[config.mk]
export PLATFORM = sky130hd
export DESIGN_NAME = hazard_fwd_unit_flat
export DESIGN_NICKNAME = d
export VERILOG_FILES = /design/src/rtl/hazard_fwd_unit_pkg.sv /design/src/rtl/hazard_fwd_unit_if.sv /design/src/rtl/hazard_fwd_unit_fwd_mux.sv /design/src/rtl/hazard_fwd_unit.sv /design/src/flat_wrapper.sv
export SDC_FILE = /design/constraint.sdc
export NUM_CORES = 1
export LEC_CHECK = 0
export CAP_MARGIN = 20
export CORE_MARGIN = 2
export CORE_UTILIZATION = 35
export CTS_CLUSTER_SIZE = 20
export DETAILED_ROUTE_END_ITERATION = 16
export PLACE_DENSITY = 0.71
export SYNTH_ARGS = -nofsm -noshare
export SYNTH_HDL_FRONTEND = slang
export SYNTH_SLANG_ARGS = --single-unit
[constraint.sdc]
create_clock -name clk -period 2.25 [get_ports clk]
set_input_delay 0.225 -clock clk [delete_from_list [all_inputs] [get_ports clk]]
set_output_delay 0.225 -clock clk [all_outputs]
set_load 0.01 [all_outputs]
[src/rtl/hazard_fwd_unit_pkg.sv]
// Shared types for the hazard/forwarding unit: scoreboard entry, select encoding, match helper.
// Entry fields are sized to the supported maxima so one struct serves every legal parameter set.
package hazard_pkg;

   localparam int MAX_REG_W = 8;
   localparam int MAX_SRC   = 4;
   localparam int SEL_W     = 4;
   localparam logic [SEL_W-1:0] FWD_RF = '0;

   typedef struct packed {
      logic                               valid;
      logic                               we;
      logic                               is_load;
      logic [MAX_REG_W-1:0]               dst;
      logic [MAX_SRC-1:0][MAX_REG_W-1:0]  src;
      logic [MAX_SRC-1:0]                 src_used;
   } sb_entry_t;

   // Register 0 never matches, so a zero source always reads the register file.
   function automatic logic src_match(input sb_entry_t p, input logic [MAX_REG_W-1:0] src,
                                      input logic used);
      return p.valid & p.we & used & (p.dst == src) & (p.dst != '0);
   endfunction

endpackage

[src/rtl/hazard_fwd_unit_if.sv]
// Pipeline-facing bundle of the hazard/forwarding unit: ID operands, stage results, EX operands, counters.
// master = pipeline side, slave = hazard unit.
interface hazard_fwd_unit_if #(
   parameter int XLEN    = 32,
   parameter int REG_W   = 5,
   parameter int DEPTH   = 3,
   parameter int NUM_SRC = 2,
   parameter int CNT_W   = 32
);
   import hazard_pkg::*;

   logic                       id_valid;
   logic [NUM_SRC*REG_W-1:0]   id_src;
   logic [NUM_SRC-1:0]         id_src_used;
   logic [REG_W-1:0]           id_dst;
   logic                       id_we;
   logic                       id_is_load;
   logic                       flush;
   logic [DEPTH*XLEN-1:0]      stage_data;
   logic [NUM_SRC*XLEN-1:0]    ex_rf_data;
   logic                       clr_cnt;
   logic                       stall;
   logic [NUM_SRC*XLEN-1:0]    ex_fwd_data;
   logic [NUM_SRC*SEL_W-1:0]   ex_fwd_sel;
   logic                       hazard_err;
   logic [CNT_W-1:0]           stall_cnt;
   logic [CNT_W-1:0]           flush_cnt;
   logic [CNT_W-1:0]           fwd_cnt;

   modport master (
      output id_valid, id_src, id_src_used, id_dst, id_we, id_is_load,
             flush, stage_data, ex_rf_data, clr_cnt,
      input  stall, ex_fwd_data, ex_fwd_sel, hazard_err, stall_cnt, flush_cnt, fwd_cnt
   );

   modport slave (
      input  id_valid, id_src, id_src_used, id_dst, id_we, id_is_load,
             flush, stage_data, ex_rf_data, clr_cnt,
      output stall, ex_fwd_data, ex_fwd_sel, hazard_err, stall_cnt, flush_cnt, fwd_cnt
   );

endinterface

[src/rtl/hazard_fwd_unit_fwd_mux.sv]
// One EX operand: lowest-index producer in stages 1..DEPTH-1 wins, else register-file data.
// Purely combinational; err flags a pick whose load data is not yet available.
module fwd_mux
   import hazard_pkg::*;
#(
   parameter int XLEN     = 32,
   parameter int DEPTH    = 3,
   parameter int LOAD_RDY = 2
) (
   input  sb_entry_t [DEPTH-1:0]  sb,
   input  logic [MAX_REG_W-1:0]   src,
   input  logic                   src_used,
   input  logic [DEPTH*XLEN-1:0]  stage_data,
   input  logic [XLEN-1:0]        rf_data,
   output logic [XLEN-1:0]        fwd_data,
   output logic [SEL_W-1:0]       fwd_sel,
   output logic                   err
);

   logic found;

   always_comb begin
      fwd_data = rf_data;
      fwd_sel  = FWD_RF;
      err      = 1'b0;
      found    = 1'b0;
      for (int k = 1; k < DEPTH; k++) begin
         if (!found && src_match(sb[k], src, src_used)) begin
            found    = 1'b1;
            fwd_data = stage_data[k*XLEN +: XLEN];
            fwd_sel  = SEL_W'(k);
            err      = sb[k].is_load && (k < LOAD_RDY);
         end
      end
   end

endmodule

[src/rtl/hazard_fwd_unit.sv]
// Load-use stall and EX operand forwarding driven by a shadow scoreboard of in-flight destinations.
// Stall and forwarding are combinational; scoreboard and saturating event counters update each edge.
module hazard_fwd_unit
   import hazard_pkg::*;
#(
   parameter int XLEN     = 32,
   parameter int REG_W    = 5,
   parameter int DEPTH    = 3,
   parameter int NUM_SRC  = 2,
   parameter int LOAD_RDY = 2,
   parameter int CNT_W    = 32
) (
   input logic               clk,
   input logic               rst_n,
   hazard_fwd_unit_if.slave  bus
);

   sb_entry_t [DEPTH-1:0]     sb_q, sb_d;
   sb_entry_t                 id_ent;
   logic                      load_hit;
   logic                      stall;
   logic                      insert;
   logic [NUM_SRC*XLEN-1:0]   fwd_data;
   logic [NUM_SRC*SEL_W-1:0]  fwd_sel;
   logic [NUM_SRC-1:0]        err_vec;
   logic                      fwd_any;
   logic [CNT_W-1:0]          stall_cnt_q, stall_cnt_d;
   logic [CNT_W-1:0]          flush_cnt_q, flush_cnt_d;
   logic [CNT_W-1:0]          fwd_cnt_q, fwd_cnt_d;

   always_comb begin
      id_ent                   = '0;
      id_ent.valid             = 1'b1;
      id_ent.we                = bus.id_we;
      id_ent.is_load           = bus.id_is_load;
      id_ent.dst[REG_W-1:0]    = bus.id_dst;
      for (int i = 0; i < NUM_SRC; i++) begin
         id_ent.src[i][REG_W-1:0] = bus.id_src[i*REG_W +: REG_W];
         id_ent.src_used[i]       = bus.id_src_used[i];
      end
   end

   // A load is usable only once it reaches stage LOAD_RDY, so stall while it would be reached too early.
   always_comb begin
      load_hit = 1'b0;
      for (int s = 0; s < DEPTH; s++) begin
         for (int i = 0; i < NUM_SRC; i++) begin
            if ((s + 1 < LOAD_RDY) && sb_q[s].is_load &&
                src_match(sb_q[s], id_ent.src[i], id_ent.src_used[i]))
               load_hit = 1'b1;
         end
      end
   end

   assign stall  = bus.id_valid & ~bus.flush & load_hit;
   assign insert = bus.id_valid & ~stall & ~bus.flush;

   always_comb begin
      sb_d[0] = insert ? id_ent : '0;
      for (int k = 1; k < DEPTH; k++)
         sb_d[k] = sb_q[k-1];
   end

   always_ff @(posedge clk or negedge rst_n) begin
      if (!rst_n)
         sb_q <= '0;
      else
         sb_q <= sb_d;
   end

   for (genvar i = 0; i < NUM_SRC; i++) begin : g_src
      fwd_mux #(
         .XLEN     (XLEN),
         .DEPTH    (DEPTH),
         .LOAD_RDY (LOAD_RDY)
      ) u_fwd_mux (
         .sb         (sb_q),
         .src        (sb_q[0].src[i]),
         .src_used   (sb_q[0].src_used[i]),
         .stage_data (bus.stage_data),
         .rf_data    (bus.ex_rf_data[i*XLEN +: XLEN]),
         .fwd_data   (fwd_data[i*XLEN +: XLEN]),
         .fwd_sel    (fwd_sel[i*SEL_W +: SEL_W]),
         .err        (err_vec[i])
      );
   end

   assign fwd_any = sb_q[0].valid & (|fwd_sel);

   always_comb begin
      stall_cnt_d = stall_cnt_q;
      flush_cnt_d = flush_cnt_q;
      fwd_cnt_d   = fwd_cnt_q;
      if (bus.clr_cnt) begin
         stall_cnt_d = '0;
         flush_cnt_d = '0;
         fwd_cnt_d   = '0;
      end else begin
         if (stall && (stall_cnt_q != '1))
            stall_cnt_d = stall_cnt_q + 1'b1;
         if (bus.flush && (flush_cnt_q != '1))
            flush_cnt_d = flush_cnt_q + 1'b1;
         if (fwd_any && (fwd_cnt_q != '1))
            fwd_cnt_d = fwd_cnt_q + 1'b1;
      end
   end

   always_ff @(posedge clk or negedge rst_n) begin
      if (!rst_n) begin
         stall_cnt_q <= '0;
         flush_cnt_q <= '0;
         fwd_cnt_q   <= '0;
      end else begin
         stall_cnt_q <= stall_cnt_d;
         flush_cnt_q <= flush_cnt_d;
         fwd_cnt_q   <= fwd_cnt_d;
      end
   end

   assign bus.stall       = stall;
   assign bus.ex_fwd_data = fwd_data;
   assign bus.ex_fwd_sel  = fwd_sel;
   assign bus.hazard_err  = |err_vec;
   assign bus.stall_cnt   = stall_cnt_q;
   assign bus.flush_cnt   = flush_cnt_q;
   assign bus.fwd_cnt     = fwd_cnt_q;

endmodule

[src/flat_wrapper.sv]
// flat-port wrapper written by rule: the top's interface ports become plain ports
module hazard_fwd_unit_flat import hazard_pkg::*;
#(
   parameter int XLEN     = 32,
   parameter int REG_W    = 5,
   parameter int DEPTH    = 3,
   parameter int NUM_SRC  = 2,
   parameter int LOAD_RDY = 2,
   parameter int CNT_W    = 32
)
  (clk, rst_n, bus_id_valid, bus_id_src, bus_id_src_used, bus_id_dst, bus_id_we, bus_id_is_load, bus_flush, bus_stage_data, bus_ex_rf_data, bus_clr_cnt, bus_stall, bus_ex_fwd_data, bus_ex_fwd_sel, bus_hazard_err, bus_stall_cnt, bus_flush_cnt, bus_fwd_cnt);
  hazard_fwd_unit_if #(.XLEN(XLEN), .REG_W(REG_W), .DEPTH(DEPTH), .NUM_SRC(NUM_SRC), .CNT_W(CNT_W)) bus_i ();
  input logic clk;
  input logic rst_n;
  input wire logic [$bits(bus_i.id_valid)-1:0] bus_id_valid;
  input wire logic [$bits(bus_i.id_src)-1:0] bus_id_src;
  input wire logic [$bits(bus_i.id_src_used)-1:0] bus_id_src_used;
  input wire logic [$bits(bus_i.id_dst)-1:0] bus_id_dst;
  input wire logic [$bits(bus_i.id_we)-1:0] bus_id_we;
  input wire logic [$bits(bus_i.id_is_load)-1:0] bus_id_is_load;
  input wire logic [$bits(bus_i.flush)-1:0] bus_flush;
  input wire logic [$bits(bus_i.stage_data)-1:0] bus_stage_data;
  input wire logic [$bits(bus_i.ex_rf_data)-1:0] bus_ex_rf_data;
  input wire logic [$bits(bus_i.clr_cnt)-1:0] bus_clr_cnt;
  output wire logic [$bits(bus_i.stall)-1:0] bus_stall;
  output wire logic [$bits(bus_i.ex_fwd_data)-1:0] bus_ex_fwd_data;
  output wire logic [$bits(bus_i.ex_fwd_sel)-1:0] bus_ex_fwd_sel;
  output wire logic [$bits(bus_i.hazard_err)-1:0] bus_hazard_err;
  output wire logic [$bits(bus_i.stall_cnt)-1:0] bus_stall_cnt;
  output wire logic [$bits(bus_i.flush_cnt)-1:0] bus_flush_cnt;
  output wire logic [$bits(bus_i.fwd_cnt)-1:0] bus_fwd_cnt;
  assign bus_i.id_valid = bus_id_valid;
  assign bus_i.id_src = bus_id_src;
  assign bus_i.id_src_used = bus_id_src_used;
  assign bus_i.id_dst = bus_id_dst;
  assign bus_i.id_we = bus_id_we;
  assign bus_i.id_is_load = bus_id_is_load;
  assign bus_i.flush = bus_flush;
  assign bus_i.stage_data = bus_stage_data;
  assign bus_i.ex_rf_data = bus_ex_rf_data;
  assign bus_i.clr_cnt = bus_clr_cnt;
  assign bus_stall = bus_i.stall;
  assign bus_ex_fwd_data = bus_i.ex_fwd_data;
  assign bus_ex_fwd_sel = bus_i.ex_fwd_sel;
  assign bus_hazard_err = bus_i.hazard_err;
  assign bus_stall_cnt = bus_i.stall_cnt;
  assign bus_flush_cnt = bus_i.flush_cnt;
  assign bus_fwd_cnt = bus_i.fwd_cnt;
  hazard_fwd_unit #(.XLEN(XLEN), .REG_W(REG_W), .DEPTH(DEPTH), .NUM_SRC(NUM_SRC), .LOAD_RDY(LOAD_RDY), .CNT_W(CNT_W)) u_core (.clk(clk), .rst_n(rst_n), .bus(bus_i));
endmodule
==> impl_results.md, run 1 <==
- Status: finished, violations left
- Failing checks: setup timing
- Pwr dens: 408 mW/mm^2
- Ys flop type: dfrtp_1
- Skew final: 13.2 ps
- Synth warn: 0
- Pin count of the biggest net entering global routing: 68
- Final Max Tran Viols: 0
- Max clock buf depth: 2
- Clock transition at path regs: ~70 ps
- Worst Hold Class: in2async
- Tcrit/Tclk final: 121%
- # port buffers: 317
- Initial antenna violation count: 8
- Row count: 56
- CP max FO: 7
- Synth unique cells: 58
- Syn Inst Count: around 940
- Initial Util: 35.6%
- R2R depth: 10
- Detailed-router iteration count before antenna repair: 5
- CP Class: reg2out
- Fillers: 1894
- Clock latency on the worst-skew pair: 430 ps
- Via count: ~9700
- Antenna Violating Nets Remaining: 0
- Post-synthesis register bit count: approximately 130
- P_leak: 5.80 nW
- Final Worst Setup Slack: -479 ps
- CTS tree: built
- DP Wirelength: approximately 24 mm
- Worst EP arrival: roughly 2500 ps
- GRT Total Usage: a little over a quarter
- Number of max-cap violations: 0
- Gr ovfl total: 0
- CTS Root Cell: clkbuf_16
- Post-Synthesis Cell Area: 0.00834 mm^2
- Wirelength per Cell: 20.3 um
- Vias in the first global route: around 9100
- Post-route DRC: 0
- RSZ-0062 raised after global routing: yes
- Worst Setup End Kind: output port
- R2R Path End: u_core.bus.fwd_cnt[18]
- Core Area: 0.0234 mm^2
- DRT Wirelength: approximately 36 mm
- # setup viols final: 126
- H-tree depth: 4
- Seq/Total Area, Yosys: about two fifths
- First-pass GRT wire length: 50.4 mm
- Die area: 0.0251 mm^2
- F_max: 0.366 GHz
- Layout Utilization: approximately 64%
- Flop2flop setup slack: -400 ps
- Fin nets: 1614
- Ys async rst share: 100%
- Required @ worst endpoint: 2030 ps
- Endpoints failing hold: 0
- GP Congestion: ~0.92
- Clock sink total: 131
- Ports: between 300 and 400
- Fin crit period: 2730 ps
- Synth Area per Inst: 8.88 um^2
- Worst reg2reg startpoint: u_core.sb_d[133]
- CTS Buf Count: 17
- Die Ht: 158 um
- Layout cells sized above 1: 33.1%
- Detailed Route Iter0 Violations: 608
- Startpoint types: flip-flop
- Die width: 158 um
- Slew headroom: 48.4%
- Worst slew pin tran: ~770 ps
- EDFF count, synth: 0
- Vias per cell: 5.46
- Power, Total: around 6.1 mW
- Max VDD drop: 451 uV
- Area growth, synth to finish: 80.1%
## how the worst max path moves through the flow
| stage | slack [ps] | cells after the start | start | endpoint |
|---|---|---|---|---|
| 6_report | -480 | 8 | u_core.sb_q[134] | bus_ex_fwd_data[17] |
| 4_1_cts | -450 | 8 | u_core.sb_q[134] | bus_ex_fwd_data[16] |
| 5_1_grt | -530 | 9 | u_core.sb_q[134] | bus_ex_fwd_data[50] |
| 3_3_place_gp | -500 | 7 | u_core.sb_q[131] | bus_ex_fwd_data[10] |
| 2_1_floorplan | 20 | 8 | u_core.bus.stall_cnt[0] | u_core.bus.stall_cnt[11] |
| 3_5_place_dp | -520 | 10 | u_core.sb_d[51] | u_core.bus.fwd_cnt[22] |
## cells by family after synthesis
logic type	count (synthesis)	synth area share, %
flip-flops	131	39.3
XOR/XNOR	55	5.78
multiplexers	79	9.69
other	1	0.0450
AND/OR/NAND/NOR	398	26.8
adder cells (fa/ha/maj)	3	0.450
buffers and inverters	79	4.41
AO/OA/AOI/OAI	193	13.5
## where the power goes
part / internal [mW] / switching, mW
Clock: 1.79 / 1.08
Sequential: 2.39 / 0.0309
Combinational: 0.459 / 0.374
## worst max-delay path: stages, from the launching register on
cell     delay (ps)
dfrtp_1         410
or4_4           560
nor2_4          160
nor4_4           80
buf_6           150
buf_12          150
mux2i_1         130
o21ai_2         270
buf_2           190
## timing repair
action,in CTS,in global routing
buffers inserted,32,29
setup endpoints to repair,129,139
gates cloned,9,9
hold buffers,1,0
pin swaps,60,68
endpoints found under the hold margin,22,0
gates resized for setup,472,160
## through the flow
stage	setup TNS (ps)	hold slack, ps	setup WS, ps	area [um^2]	cells
final	-35990	257	-479	15000	1769
after global routing	-49450	292	-530	15000	1766
after CTS	-35810	244	-449	14000	1722
after detailed placement	-46310	160	-521	12800	1654
after global placement	-41450	154	-497	12800	1654
after floorplan	0	-70.6	19.1	8360	942
## synth_stat cells (11+ instances only)
| cell | n | area, um^2 |
|---|---|---|
| dfrtp_1 | 131 | 3280 |
| and3_1 | 11 | 68.8 |
| inv_1 | 15 | 56.3 |
| a21oi_1 | 56 | 280 |
| nor4_1 | 20 | 125 |
| xnor2_1 | 45 | 394 |
| mux2i_1 | 65 | 651 |
| o31ai_1 | 23 | 173 |
| o21ai_0 | 88 | 440 |
| nand4_1 | 40 | 250 |
| nand3_1 | 29 | 145 |
| clkbuf_1 | 38 | 143 |
| or4_1 | 27 | 203 |
| or3_1 | 33 | 206 |
| buf_2 | 15 | 75.1 |
| nor2_1 | 52 | 195 |
| nor2b_1 | 13 | 81.3 |
| nand2_1 | 102 | 383 |
| and2_1 | 23 | 144 |
## cell usage in the layout, fill, tap and decap left out, types with 9 or more instances in the layout
master,netlist,routed
clkdlybuf4s50_1,0,245
buf_4,8,129
dfrtp_1,131,127
nand2_1,102,93
buf_6,3,60
mux2i_1,65,59
o21ai_1,6,59
buf_2,15,59
nor2_1,52,52
nand4_1,40,40
xnor2_1,45,36
nand3_1,29,28
a21oi_2,0,28
a21oi_1,56,28
or3_1,33,24
clkbuf_16,0,23
and2_1,23,22
or4_4,1,19
o31ai_1,23,18
o21ai_0,88,17
buf_12,0,16
o21ai_2,0,15
inv_1,15,14
nor4_4,2,13
nor2b_1,13,13
diode_2,0,11
and3_1,11,11
mux2_4,0,11
xor2_1,10,10
xnor2_2,0,9
or3_4,0,9
nand2_2,0,9
and4_1,9,9
or4_1,27,9
buf_8,0,9
## area by class of cell
| cell class | instances | area [um^2] | area share [%] |
|---|---|---|---|
| inverters | 15 | 58.8 | 0.392 |
| clock inverters | 12 | 158 | 1.05 |
| clock buffers | 19 | 453 | 3.02 |
| diodes | 11 | 27.5 | 0.183 |
| repair buffers | 530 | 5130 | 34.1 |
| well taps | 319 | 399 | 2.66 |
| flip-flops and latches | 131 | 3280 | 21.9 |
| multi-input cells | 732 | 5510 | 36.7 |
## metal layers
metal	up-vias	share of wire [%]	global-route usage, %
li1	4432	-	-
met1	4663	36	28.9
met3	115	7.0	6.56
met2	449	52	45.8
met4	0	5.6	16.5
met5	-	0	0
## flip-flops by register name, summed over array words and instances (netlist names)
name                  cells
u_core.bus.flush_cnt     32
u_core.sb_d              28
u_core.bus.fwd_cnt       32
u_core.bus.stall_cnt     32
u_core.sb_q               7
Power figures use the tool's default switching activity.
==> run 2, diff against run 1 <==
--- a/config.mk
+++ b/config.mk
@@ -11,6 +11,7 @@
 export CTS_CLUSTER_SIZE = 20
 export DETAILED_ROUTE_END_ITERATION = 16
 export PLACE_DENSITY = 0.71
+export SLEW_MARGIN = 0
 export SYNTH_ARGS = -nofsm -noshare
 export SYNTH_HDL_FRONTEND = slang
 export SYNTH_SLANG_ARGS = --single-unit
==> results of run 2 <==
Final layout, timing and power as in run 1 (identical DEF).
==> run 3, diff against run 2 <==
--- a/config.mk
+++ b/config.mk
@@ -5,8 +5,7 @@
 export SDC_FILE = /design/constraint.sdc
 export NUM_CORES = 1
 export LEC_CHECK = 0
-export CAP_MARGIN = 20
-export CORE_MARGIN = 2
+export CORE_MARGIN = 3
 export CORE_UTILIZATION = 35
 export CTS_CLUSTER_SIZE = 20
 export DETAILED_ROUTE_END_ITERATION = 16
==> impl_results.md, run 3 (synthesis results as in run 1) <==
- First-pass GRT wire length: 50.7 mm (+0.45%)
- CP max stage delay: 450 ps (-110 ps)
- Slew headroom: 45.1% (-3.2 points)
- CP max FO: 6 (-1)
- Via count: 9685 (+0.27%)
- Clock transition at path regs: 60 ps (about the same)
- Skew final: 10.1 ps (-3.14 ps)
- # port buffers: 317 (unchanged)
- WL met1: 13.3 mm (+3.8%)
- Vias per cell: 5.49 (+0.61%)
- F_max: 0.357 GHz (-2.7%)
- Initial Util: 36.2% (+0.54 points)
- Critical path cell sequence: xnor2_1 -> nand4_1 -> nor4_4 -> buf_4 -> clkbuf_16 -> buf_6 -> mux2i_1 -> o21ai_1 -> buf_2
- Antenna Violating Nets Remaining: 0 (unchanged)
- H-tree depth: 4 (unchanged)
- DRT Wirelength: 36.3 mm (+0.95%)
- Number of max-cap violations: 0 (unchanged)
- P_leak: 5.95 nW (+2.6%)
- Post-route DRC: 0 (unchanged)
- Startpoint types: flip-flop
- Most frequent cells in the layout: 245 x clkdlybuf4s50_1, 129 x dfrtp_1, 128 x buf_4
- CP Class: reg2out
- Ports: 354 (unchanged)
- Status: finished, violations left
- Max Used Layer: met4
- Worst EP arrival: 2580 ps (+80 ps)
- Detailed Route Iter0 Violations: 677 (+11%)
- Initial antenna violation count: 8 (unchanged)
- Max VDD drop: 421 uV (-6.6%)
- Tcrit/Tclk final: 125% (+3.4 points)
- Final Worst Setup Slack: -554 ps (-75.6 ps)
- CTS tree: built
- GRT Total Usage: 24.7% (-1.6 points)
- Final Max Tran Viols: 0 (unchanged)
- Clock latency on the worst-skew pair: 420 ps (about the same)
- Fin crit period: 2800 ps (+75.6 ps)
- Endpoints failing hold: 0 (unchanged)
- Failing checks: setup timing
- Crit-path slowest cell: nor4_4
- Worst Hold Class: in2reg
- CTS Root Cell: clkbuf_16
- Detailed-router iteration count before antenna repair: 5 (unchanged)
- Max clock buf depth: 2 (unchanged)
- Row count: 55 (-1.8%)
- Layout cells sized above 1: 34.8% (+1.6 points)
- Metal3 WL: 2.05 mm (-18%)
- Gr ovfl total: 0 (unchanged)
- Vias in the first global route: 9027 (-1.3%)
- RSZ-0062 raised after global routing: yes
- Pwr dens: 427 mW/mm^2 (+4.8%)
- Area growth, synth to finish: 83.9%
- # setup viols final: 126 (unchanged)
- DP Wirelength: 24.6 mm (+1.9%)
- Clock sink total: 131 (unchanged)
- GP Congestion: 0.944 (+2.3%)
- Pin count of the biggest net entering global routing: 69 (+1.5%)
- CTS Buf Count: 17 (unchanged)
- Core Area: 0.0231 mm^2 (-1.5%)
- Power, Total: 6.55 mW (+7.0%)
- Commonest non-fill, non-tap cell in the layout: clkdlybuf4s50_1
- Die Ht: 160 um (+1.3%)
- Worst Setup End Kind: output port
- Die area: 0.0257 mm^2 (+2.5%)
- Wirelength per Cell: 20.6 um (+1.3%)
- Required @ worst endpoint: 2030 ps (about the same)
- Die width: 160 um (+1.3%)
- Fin nets: 1616 (+0.12%)
- Worst slew pin tran: 823 ps (+48.4 ps)
- Wire length on met2: 19.5 mm (+4.6%)
- Post-Layout Cell Count: 1763 (-0.34%)
- Post-Place Cells: 1636 (-1.1%)
## run 3: cell count changes in the layout (fill, tap and decap cells not counted), sizes merged, moves of 2 or more
cell,before,now
bufinv,3,7
clkbuf,25,29
clkinv,3,1
clkinvlp,6,1
diode,11,9
## run 3: what timing repair did
item | 4_1_cts | 5_1_grt
buffers inserted | 23 | 59
resized for setup | 431 | 227
cloned | 7 | 8
endpoints found under the setup margin | 145 | 143
pin swaps | 50 | 109
hold buffers | 1 | 0
endpoints found under the hold margin | 50 | 0
## run 3: path summary, 6_finish.rpt
check | from | endpoint | slack (ps) | cells after the start
max in group asynchronous | rst_n | u_core.bus.fwd_cnt[29] | 1140 | 3
hold / removal | bus_id_dst[2] | u_core.sb_d[85] | 370 | 2
hold reg to reg | u_core.sb_d[139] | u_core.sb_q[139] | 420 | 0
setup / recovery | u_core.sb_d[51] | bus_ex_fwd_data[3] | -550 | 9
min in group asynchronous | rst_n | u_core.bus.flush_cnt[20] | 410 | 2
setup reg to reg | u_core.sb_d[51] | u_core.bus.fwd_cnt[20] | -540 | 11
## run 3: power by group
| group | internal, mW | leakage, nW | switching, mW |
|---|---|---|---|
| combinational | 0.452 | 3.81 | 0.368 |
| clock | 2.30 | 0.342 | 1.01 |
| sequential | 2.39 | 1.81 | 0.0328 |
## run 3: worst max-delay path, delay by kind of cell, from the launching register on
kind	cells	cell delay [ps]
and+or+nand+nor	2	660
buffers and inverters	4	610
DFF	1	410
xor gates and xnor gates	1	190
muxes	1	190
AOI/OAI and AO/OA	1	120
## run 3: layout make-up
cell class / instances / area [um^2]
fill: 1721 / 7720
clock inverter: 9 / 223
tap: 313 / 392
multi-input combinational: 732 / 5670
antenna: 9 / 22.5
inverter: 15 / 61.3
sequential: 131 / 3280
clock buffer: 22 / 484
timing repair buffer: 532 / 5200
## run 3: metal layers
metal	vias up	GRT usage, %
met5	-	0
met4	0	8.84
met3	76	4.54
met2	416	46.8
met1	4752	27.5
li1	4441	-
## run 3: through the flow
stage	utilization, %	cell area (um^2)	setup TNS [ps]	hold WS [ps]	worst slack, ps
floorplan	-	8360	0	-70.6	19.1
global placement	55.2	12700	-33660	323	-463
detailed placement	55.2	12700	-39640	326	-513
CTS	60.4	13900	-36680	351	-481
global route	66.5	15300	-61560	377	-720
finish	66.5	15300	-45570	365	-554
